### src/rtl/bram_to_video_pkg.sv
// Shared types and helpers for the BRAM line replay block.
package bram_to_video_pkg;

  // Replay sequencer states
  typedef enum logic [2:0] {
    ST_IDLE  = 3'd0,
    ST_FSYNC = 3'd1,
    ST_READ  = 3'd2,
    ST_DRAIN = 3'd3,
    ST_BLANK = 3'd4
  } rd_state_t;

  // Supported BRAM read latencies
  localparam int NB_MIN_RD_LATENCY = 1;
  localparam int NB_MAX_RD_LATENCY = 2;

  // True when the line length fits the address space and the latency is supported
  function automatic bit params_ok(input int nb_pixels, input int wd_addr, input int nb_latency);
    longint depth;
    depth = longint'(1) << wd_addr;
    return (nb_pixels >= 1) && (longint'(nb_pixels) <= depth) &&
           (nb_latency >= NB_MIN_RD_LATENCY) && (nb_latency <= NB_MAX_RD_LATENCY);
  endfunction

endpackage

### src/rtl/bram_to_video_if.sv
// BRAM read port and sensor-style video output bundled as one interface.
interface bram_to_video_if #(
  parameter int WD_BRAM_ADDR  = 9,
  parameter int WD_BRAM_DATA  = 8,
  parameter int WD_VIDEO_DATA = 8
);

  logic [WD_BRAM_ADDR-1:0]  m_bram_src_addr;
  logic                     m_bram_src_clk;
  logic [WD_BRAM_DATA-1:0]  m_bram_src_din;
  logic [WD_BRAM_DATA-1:0]  m_bram_src_dout;
  logic                     m_bram_src_en;
  logic                     m_bram_src_rst;
  logic                     m_bram_src_we;

  logic                     m_video_dst_fsync;
  logic                     m_video_dst_vsync;
  logic                     m_video_dst_hsync;
  logic                     m_video_dst_psync;
  logic [WD_VIDEO_DATA-1:0] m_video_dst_vdata;

  // Replay block side: drives the BRAM port and the video stream
  modport master (
    output m_bram_src_addr, m_bram_src_clk, m_bram_src_din, m_bram_src_en,
           m_bram_src_rst, m_bram_src_we,
    input  m_bram_src_dout,
    output m_video_dst_fsync, m_video_dst_vsync, m_video_dst_hsync,
           m_video_dst_psync, m_video_dst_vdata
  );

  // BRAM / video sink side
  modport slave (
    input  m_bram_src_addr, m_bram_src_clk, m_bram_src_din, m_bram_src_en,
           m_bram_src_rst, m_bram_src_we,
    output m_bram_src_dout,
    input  m_video_dst_fsync, m_video_dst_vsync, m_video_dst_hsync,
           m_video_dst_psync, m_video_dst_vdata
  );

endinterface

### src/rtl/bram_to_video_rd_align.sv
// Aligns pixel flags with BRAM read data and registers the video outputs.
module bram_rd_align
  import bram_to_video_pkg::*;
#(
  parameter int NB_RD_LATENCY = 1,
  parameter int WD_BRAM_DATA  = 8,
  parameter int WD_VIDEO_DATA = 8
) (
  input  logic                     i_sys_clk,
  input  logic                     i_sys_rst,
  input  logic                     en,
  input  logic                     first,
  input  logic                     last,
  input  logic [WD_BRAM_DATA-1:0]  dout,
  output logic                     psync,
  output logic                     hsync,
  output logic                     vsync,
  output logic [WD_VIDEO_DATA-1:0] vdata,
  output logic                     rd_last
);

  // Out-of-range latencies are clamped so the pipe stays legal; the top flags them
  localparam int LAT = (NB_RD_LATENCY > NB_MAX_RD_LATENCY) ? NB_MAX_RD_LATENCY :
                       (NB_RD_LATENCY < NB_MIN_RD_LATENCY) ? NB_MIN_RD_LATENCY :
                       NB_RD_LATENCY;

  logic [LAT-1:0]           valid_pipe;
  logic [LAT-1:0]           first_pipe;
  logic [LAT-1:0]           last_pipe;
  logic                     last_out;
  logic [WD_VIDEO_DATA-1:0] pixel;

  // Low BRAM bits when the pixel is narrower, zero-extension when it is wider
  generate
    if (WD_VIDEO_DATA <= WD_BRAM_DATA) begin : g_trunc
      assign pixel = dout[WD_VIDEO_DATA-1:0];
    end else begin : g_ext
      assign pixel = {{(WD_VIDEO_DATA-WD_BRAM_DATA){1'b0}}, dout};
    end
  endgenerate

  // Flag shift pipe matching the BRAM latency, then the output register
  always_ff @(posedge i_sys_clk) begin
    if (i_sys_rst) begin
      valid_pipe <= '0;
      first_pipe <= '0;
      last_pipe  <= '0;
      psync      <= 1'b0;
      hsync      <= 1'b0;
      vsync      <= 1'b0;
      vdata      <= '0;
      last_out   <= 1'b0;
      rd_last    <= 1'b0;
    end else begin
      valid_pipe[0] <= en;
      first_pipe[0] <= first;
      last_pipe[0]  <= last;
      for (int i = 1; i < LAT; i++) begin
        valid_pipe[i] <= valid_pipe[i-1];
        first_pipe[i] <= first_pipe[i-1];
        last_pipe[i]  <= last_pipe[i-1];
      end
      psync    <= valid_pipe[LAT-1];
      vsync    <= valid_pipe[LAT-1];
      hsync    <= first_pipe[LAT-1];
      last_out <= last_pipe[LAT-1];
      rd_last  <= last_out;
      if (valid_pipe[LAT-1]) begin
        vdata <= pixel;
      end
    end
  end

endmodule

### src/rtl/bram_to_video.sv
// Replays one stored BRAM line as a sensor-style fsync/vsync/hsync/psync stream.
module bram_to_video
  import bram_to_video_pkg::*;
#(
  parameter int MD_SIM_ABLE    = 0,
  parameter int WD_BRAM_ADDR   = 9,
  parameter int WD_BRAM_DATA   = 8,
  parameter int WD_VIDEO_DATA  = 8,
  parameter int WD_ERR_INFO    = 4,
  parameter int NB_LINE_PIXELS = 320,
  parameter int NB_RD_LATENCY  = 1,
  parameter int NB_HBLANK      = 16
) (
  input  logic                   i_sys_clk,
  input  logic                   i_sys_rst,
  input  logic                   s_info_rd_start,
  bram_to_video_if.master        bus,
  output logic                   m_info_rd_last,
  output logic [WD_ERR_INFO-1:0] m_err_video_info1
);

  localparam logic [WD_BRAM_ADDR-1:0] LAST_ADDR = WD_BRAM_ADDR'(NB_LINE_PIXELS - 1);
  localparam int                      WD_CNT    = $clog2(NB_HBLANK + NB_RD_LATENCY + 2);
  localparam logic [WD_CNT-1:0]       DRAIN_END = WD_CNT'(NB_RD_LATENCY);
  localparam logic [WD_CNT-1:0]       BLANK_END = WD_CNT'(NB_HBLANK - 1);

  rd_state_t               state;
  logic                    r_start;
  logic                    start_edge;
  logic [WD_CNT-1:0]       cnt;
  logic [WD_BRAM_ADDR-1:0] addr;
  logic                    en;
  logic                    fsync;
  logic                    bram_rst;
  logic [WD_ERR_INFO-1:0]  err;
  logic                    first_flag;
  logic                    last_flag;

  assign start_edge = s_info_rd_start & ~r_start;
  assign first_flag = en & (addr == '0);
  assign last_flag  = en & (addr == LAST_ADDR);

  assign bus.m_bram_src_clk    = i_sys_clk;
  assign bus.m_bram_src_din    = '0;
  assign bus.m_bram_src_we     = 1'b0;
  assign bus.m_bram_src_en     = en;
  assign bus.m_bram_src_addr   = addr;
  assign bus.m_bram_src_rst    = bram_rst;
  assign bus.m_video_dst_fsync = fsync;
  assign m_err_video_info1     = err;

  // Replay sequencer: start detect, address walk, drain, blanking and dropped-start count
  always_ff @(posedge i_sys_clk) begin
    if (i_sys_rst) begin
      state    <= ST_IDLE;
      r_start  <= 1'b0;
      cnt      <= '0;
      addr     <= '0;
      en       <= 1'b0;
      fsync    <= 1'b0;
      bram_rst <= 1'b1;
      err      <= '0;
    end else begin
      r_start  <= s_info_rd_start;
      bram_rst <= 1'b0;
      fsync    <= 1'b0;
      if (start_edge && (state != ST_IDLE) && (err != '1)) begin
        err <= err + 1'b1;
      end
      case (state)
        ST_IDLE: begin
          if (start_edge) begin
            state <= ST_FSYNC;
            fsync <= 1'b1;
          end
        end
        ST_FSYNC: begin
          state <= ST_READ;
          en    <= 1'b1;
          addr  <= '0;
        end
        ST_READ: begin
          if (addr == LAST_ADDR) begin
            state <= ST_DRAIN;
            en    <= 1'b0;
            cnt   <= '0;
          end else begin
            addr <= addr + 1'b1;
          end
        end
        ST_DRAIN: begin
          if (cnt == DRAIN_END) begin
            state <= ST_BLANK;
            cnt   <= '0;
          end else begin
            cnt <= cnt + 1'b1;
          end
        end
        ST_BLANK: begin
          if (cnt == BLANK_END) begin
            state <= ST_IDLE;
          end else begin
            cnt <= cnt + 1'b1;
          end
        end
        default: state <= ST_IDLE;
      endcase
    end
  end

  // Simulation-only parameter and address bounds checks
  always_ff @(posedge i_sys_clk) begin
    if ((MD_SIM_ABLE != 0) && !i_sys_rst) begin
      assert (params_ok(NB_LINE_PIXELS, WD_BRAM_ADDR, NB_RD_LATENCY))
        else $error("bram_to_video: NB_LINE_PIXELS or NB_RD_LATENCY out of range");
      assert (!en || (addr <= LAST_ADDR))
        else $error("bram_to_video: read address beyond line end");
    end
  end

  bram_rd_align #(
    .NB_RD_LATENCY (NB_RD_LATENCY),
    .WD_BRAM_DATA  (WD_BRAM_DATA),
    .WD_VIDEO_DATA (WD_VIDEO_DATA)
  ) u_align (
    .i_sys_clk (i_sys_clk),
    .i_sys_rst (i_sys_rst),
    .en        (en),
    .first     (first_flag),
    .last      (last_flag),
    .dout      (bus.m_bram_src_dout),
    .psync     (bus.m_video_dst_psync),
    .hsync     (bus.m_video_dst_hsync),
    .vsync     (bus.m_video_dst_vsync),
    .vdata     (bus.m_video_dst_vdata),
    .rd_last   (m_info_rd_last)
  );

endmodule

### src/flat_wrapper.sv
// flat-port wrapper written by rule: the top's interface ports become plain ports
module bram_to_video_flat import bram_to_video_pkg::*;
#(
  parameter int MD_SIM_ABLE    = 0,
  parameter int WD_BRAM_ADDR   = 9,
  parameter int WD_BRAM_DATA   = 8,
  parameter int WD_VIDEO_DATA  = 8,
  parameter int WD_ERR_INFO    = 4,
  parameter int NB_LINE_PIXELS = 320,
  parameter int NB_RD_LATENCY  = 1,
  parameter int NB_HBLANK      = 16
)
  (i_sys_clk, i_sys_rst, s_info_rd_start, m_info_rd_last, m_err_video_info1, bus_m_bram_src_addr, bus_m_bram_src_clk, bus_m_bram_src_din, bus_m_bram_src_en, bus_m_bram_src_rst, bus_m_bram_src_we, bus_m_bram_src_dout, bus_m_video_dst_fsync, bus_m_video_dst_vsync, bus_m_video_dst_hsync, bus_m_video_dst_psync, bus_m_video_dst_vdata);
  bram_to_video_if #(.WD_BRAM_ADDR(WD_BRAM_ADDR), .WD_BRAM_DATA(WD_BRAM_DATA), .WD_VIDEO_DATA(WD_VIDEO_DATA)) bus_i ();
  input  logic i_sys_clk;
  input  logic i_sys_rst;
  input  logic s_info_rd_start;
  output logic m_info_rd_last;
  output logic [WD_ERR_INFO-1:0] m_err_video_info1;
  output wire logic [$bits(bus_i.m_bram_src_addr)-1:0] bus_m_bram_src_addr;
  output wire logic [$bits(bus_i.m_bram_src_clk)-1:0] bus_m_bram_src_clk;
  output wire logic [$bits(bus_i.m_bram_src_din)-1:0] bus_m_bram_src_din;
  output wire logic [$bits(bus_i.m_bram_src_en)-1:0] bus_m_bram_src_en;
  output wire logic [$bits(bus_i.m_bram_src_rst)-1:0] bus_m_bram_src_rst;
  output wire logic [$bits(bus_i.m_bram_src_we)-1:0] bus_m_bram_src_we;
  input wire logic [$bits(bus_i.m_bram_src_dout)-1:0] bus_m_bram_src_dout;
  output wire logic [$bits(bus_i.m_video_dst_fsync)-1:0] bus_m_video_dst_fsync;
  output wire logic [$bits(bus_i.m_video_dst_vsync)-1:0] bus_m_video_dst_vsync;
  output wire logic [$bits(bus_i.m_video_dst_hsync)-1:0] bus_m_video_dst_hsync;
  output wire logic [$bits(bus_i.m_video_dst_psync)-1:0] bus_m_video_dst_psync;
  output wire logic [$bits(bus_i.m_video_dst_vdata)-1:0] bus_m_video_dst_vdata;
  assign bus_m_bram_src_addr = bus_i.m_bram_src_addr;
  assign bus_m_bram_src_clk = bus_i.m_bram_src_clk;
  assign bus_m_bram_src_din = bus_i.m_bram_src_din;
  assign bus_m_bram_src_en = bus_i.m_bram_src_en;
  assign bus_m_bram_src_rst = bus_i.m_bram_src_rst;
  assign bus_m_bram_src_we = bus_i.m_bram_src_we;
  assign bus_i.m_bram_src_dout = bus_m_bram_src_dout;
  assign bus_m_video_dst_fsync = bus_i.m_video_dst_fsync;
  assign bus_m_video_dst_vsync = bus_i.m_video_dst_vsync;
  assign bus_m_video_dst_hsync = bus_i.m_video_dst_hsync;
  assign bus_m_video_dst_psync = bus_i.m_video_dst_psync;
  assign bus_m_video_dst_vdata = bus_i.m_video_dst_vdata;
  bram_to_video #(.MD_SIM_ABLE(MD_SIM_ABLE), .WD_BRAM_ADDR(WD_BRAM_ADDR), .WD_BRAM_DATA(WD_BRAM_DATA), .WD_VIDEO_DATA(WD_VIDEO_DATA), .WD_ERR_INFO(WD_ERR_INFO), .NB_LINE_PIXELS(NB_LINE_PIXELS), .NB_RD_LATENCY(NB_RD_LATENCY), .NB_HBLANK(NB_HBLANK)) u_core (.i_sys_clk(i_sys_clk), .i_sys_rst(i_sys_rst), .s_info_rd_start(s_info_rd_start), .bus(bus_i), .m_info_rd_last(m_info_rd_last), .m_err_video_info1(m_err_video_info1));
endmodule
### config.mk
export PLATFORM = sky130hd
export DESIGN_NAME = bram_to_video_flat
export DESIGN_NICKNAME = d
export VERILOG_FILES = /design/src/rtl/bram_to_video_pkg.sv /design/src/rtl/bram_to_video_if.sv /design/src/rtl/bram_to_video_rd_align.sv /design/src/rtl/bram_to_video.sv /design/src/flat_wrapper.sv
export SDC_FILE = /design/constraint.sdc
export NUM_CORES = 1
export LEC_CHECK = 0
export ABC_AREA = 1
export CELL_PAD_IN_SITES_DETAIL_PLACEMENT = 2
export CELL_PAD_IN_SITES_GLOBAL_PLACEMENT = 2
export CORE_AREA = 8 8 101 85
export CTS_CLUSTER_DIAMETER = 150
export CTS_CLUSTER_SIZE = 40
export DETAILED_ROUTE_END_ITERATION = 8
export DIE_AREA = 0 0 109 93
export GPL_ROUTABILITY_DRIVEN = 0
export PLACE_DENSITY_LB_ADDON = 0.1
export SLEW_MARGIN = 5
export SYNTH_ARGS = -nofsm -noshare
export SYNTH_HDL_FRONTEND = slang
export SYNTH_SLANG_ARGS = --single-unit
### constraint.sdc
create_clock -name i_sys_clk -period 4.7 [get_ports i_sys_clk]
set_input_delay 0.94 -clock i_sys_clk [delete_from_list [all_inputs] [get_ports i_sys_clk]]
set_output_delay 0.94 -clock i_sys_clk [all_outputs]
set_load 0.01 [all_outputs]
== Yosys cells after proc, flatten, opt, wreduce, memory -nomap -nowiden ==
Cells that the tools add are included.

* Equal/unequal tests: 14
* Muxes and demuxes: 15
* Bitwise operators: 5
* Add/subtract/negate cells: 3
* Reductions and logical operators: 12

{| class="wikitable"
|+ Operators with widths
! cell !! count
|-
| one-hot mux 9 bit (2 select lines) || 1
|-
| two-way mux 5 bit || 3
|-
| one-hot mux 3 bit (5 select lines) || 1
|-
| one-hot mux 5 bit (3 select lines) || 1
|-
| two-way mux 3 bit || 4
|-
| adder 9 x 1 -> 9 bit (second input constant) || 1
|-
| == test 9 bit (second input constant) || 1
|-
| zero test 9 bit || 1
|-
| two-way mux 9 bit || 1
|-
| inequality test 2 x 1 -> 1 bit (second input constant) || 4
|-
| == test 3 x 2 -> 1 bit (second input constant) || 2
|-
| nonzero test 3 bit || 2
|-
| adder 5 x 1 -> 5 bit (second input constant) || 1
|-
| == test 5 x 1 -> 1 bit (second input constant) || 1
|-
| == test 5 x 4 -> 1 bit (second input constant) || 1
|-
| adder 4 x 1 -> 4 bit (second input constant) || 1
|-
| inequality test 2 bit (second input constant) || 2
|-
| inequality test 4 bit (second input constant) || 1
|-
| AND reduction 2 bit || 2
|-
| AND reduction 4 bit || 1
|-
| AND 1 bit || 3
|-
| == test 3 x 1 -> 1 bit (second input constant) || 1
|-
| == test 3 bit (second input constant) || 1
|-
| zero test 3 bit || 1
|-
| 7 further kinds || 11
|}

* Bits in registers: 40
* Bits of input ports: 11

== Logic depth before layout (Yosys ltp) ==
* Depth in word-level cells: 4
* Mapped depth: 11
* Depth with buffers taken out: 11

== Hierarchy ==
From an unflattened synthesis, not the netlist that was laid out.

* Cells, all modules: 299
* Area total of the unflattened synthesis: 2084.5 um^2

{| class="wikitable"
|+ Modules (own cells, without submodules)
! module !! instances !! area an instance (um^2) !! cells an instance !! sequential area each (um^2)
|-
| bram_to_video || 1 || 1532.7 || 225 || 500.5
|-
| bram_rd_align || 1 || 551.8 || 74 || 300.3
|}

==> out/qor.yml <==
synth:
  synth_area_leaders: "dfxtp_1 42%, nor2_1 9.9%, nand2_1 8.5%, inv_1 5.6%, nand3_1 4.8%"
  yosysSeqAreaShare: 0.424
  synth-edff-count: 0
  yosys.area.top_type: "dfxtp_1"
  synth_cell_type_count: 28
  ys_ff_latch: 40
  syn_inst: 258
  ys.flop_type: "dfxtp_1"
  yosysMostFrequentCell: "nor2_1"
  synth-async-reset-ratio: 0
  syn_area_per_cell_um2: 7.32
  synth_warnings: 0
  ys_top_cells_by_count: "50 x nor2_1, 43 x nand2_1, 40 x dfxtp_1"
  synth_area_mm2: 0.00189
  synth_top_area_share: 0.424
sta:
  relSlewSlack: 0.626
  setup_tns_ns: 0
  hold_viol: 0
  setup_viol: 0
  max_slew.worst_pin.slew_ns: 0.560
  slew_viol_final: 0
  skew_ns: 0.00515
  rsz0062_at_grt: "false"
hold_path:
  hold_class: "flip-flop to flip-flop"
layout:
  antennaDiodeCount: 0
  fill_cells: 836
  finish.utilization: 0.346
  layoutNonFillerInstCount: 391
  drive_gt1_frac: 0.0664
  fin_nets: 317
  area_growth_pct: 29.1
die:
  fp.dieH_um: 93
  fp.dieW_um: 109
  die-area_mm2: 0.0101
  core_mm2: 0.00704
  io_pins: 49
  start_util: 0.268
  row_count: 28
worst_setup_path:
  startpoint_type: "clock port"
  worstPathArrival_ns: 3.04
  worstPathRequired_ns: 3.76
  critPathSlowestCell: "clkdlybuf4s50_1"
  worstSetupPathType: "clock port to output pin"
  critPathMaxFanout: 2
  cp_cell_sequence: "clkbuf_8, clkbuf_8, clkdlybuf4s50_1"
  cp_slowest_stage_delay_ns: 0.47
  cp-end-kind: "output pin"
  path_common_cell: "clkbuf_8"
outcome:
  outcome: "completed"
routing:
  route.detailed.drc: 0
  wl_per_cell_um: 14.4
  first_pass_iters: 4
  antenna_left: 0
  first_iter_violations: 42
  vias_per_cell: 4.51
  drt_wl_total_mm: 5.61
  via_count: 1762
global_route:
  grt_antenna_before_repair: 0
  grt_max_degree: 21
  grt_pass1_vias: 1934
  gr-total-overflow: 0
  grt_pass1_wl_mm: 9.75
  grt_usage: 0.120
placement:
  place.port_buffers: 39
  placed_cells: 380
  detailed_place_hpwl_mm: 4.30
cts:
  cts-resized-gates: 0
  clock_latency_ns: 0.40
  path_clk_slew_ns: 0.08
  cts_tree: "built"
  cts_hold_buf: 0
  post_cts_buffers: 0
pwr:
  power_density_mw_per_mm2: 470
  leakage_nw: 1.02
  worst_ir_drop_vdd_v: 0.000166
run:
  cap_violations: 0
-- worst max-delay path, delay by kind of cell --
kind | cells | cell delay (ns)
buffers and inverters | 3 | 0.70
-- through the flow --
step | total power [W] | hold slack [ns] | setup WS [ns] | cell area [um2]
2_1_floorplan | 0.000713 | 0.388 | 1.29 | 1920
4_1_cts | 0.00118 | 0.423 | 0.713 | 2440
3_3_place_gp | 0.000855 | 0.411 | 0.961 | 2310
6_report | 0.00115 | 0.417 | 0.722 | 2440
3_5_place_dp | 0.000868 | 0.408 | 0.961 | 2310
5_1_grt | 0.00124 | 0.455 | 0.701 | 2440
-- area by class of cell --
class,count,area [um2],area share
multi-input combinational,180,882,0.362
clock buffer,9,120,0.0493
tap,90,113,0.0462
sequential,40,801,0.329
clock inverter,3,18.8,0.00770
timing repair buffer,39,388,0.159
inverter,30,115,0.0472
-- placed cells by master, fill, tap and decap left out, drive strengths merged --
cell           synthesis  final
a21oi                 15     15
a22oi                  2      2
buf                   15      1
clkbuf                 1      8
clkdlybuf4s50          0     39
clkinv                 1      4
conb                   1      9
dfxtp                 40     40
ha                     6      6
inv                   29     29
nand2                 46     46
nand3                 20     20
nand3b                 1      1
nand4                  1      1
nor2                  52     52
nor3                   3      3
nor4                   2      2
o21ai                 21     21
xor2                   2      2
-- worst paths after layout --
kind / start / to / slack, ns / depth (start not counted)
max: i_sys_clk / bus_m_bram_src_clk / 0.72 / 3
max reg2reg: u_core.cnt[0] / u_core.cnt[3] / 2.88 / 10
min: u_core.u_align.last_out / u_core.u_align.rd_last / 0.42 / 2
min reg2reg: u_core.u_align.last_out / u_core.u_align.rd_last / 0.42 / 2
-- sequential cells by signal, indices dropped and copies added (netlist names), 3 cells and up --
signal                      cells
u_core.bus.m_bram_src_addr      9
u_core.u_align.vdata            8
u_core.cnt                      5
u_core.m_err_video_info1        4
u_core.state                    3
-- per-layer routing --
layer | vias to the layer above | share of wire | global-route usage
met3 | 7 | 0.066 | 0.0488
met1 | 830 | 0.50 | 0.155
li1 | 885 | - | -
met4 | 0 | 0.011 | 0.0432
met2 | 40 | 0.42 | 0.175
met5 | - | 0 | 0
-- kinds of logic (layout without fill, tap and decap cells) --
group / Yosys count / after routing / synth area share
and+or+nand+nor: 125 / 125 / 0.297
buffers and inverters: 46 / 81 / 0.125
DFF: 40 / 40 / 0.424
AOI/OAI and AO/OA: 38 / 38 / 0.103
adders and majority gates: 6 / 6 / 0.0398
xor gates and xnor gates: 2 / 2 / 0.00928
other: 1 / 9 / 0.00199
-- report_power, final --
group          internal, W  switching, W
logic             0.000151      0.000233
clock network     0.000172      0.000147
registers         0.000393     0.0000504
No activity file was read; power rests on OpenSTA's default activity.
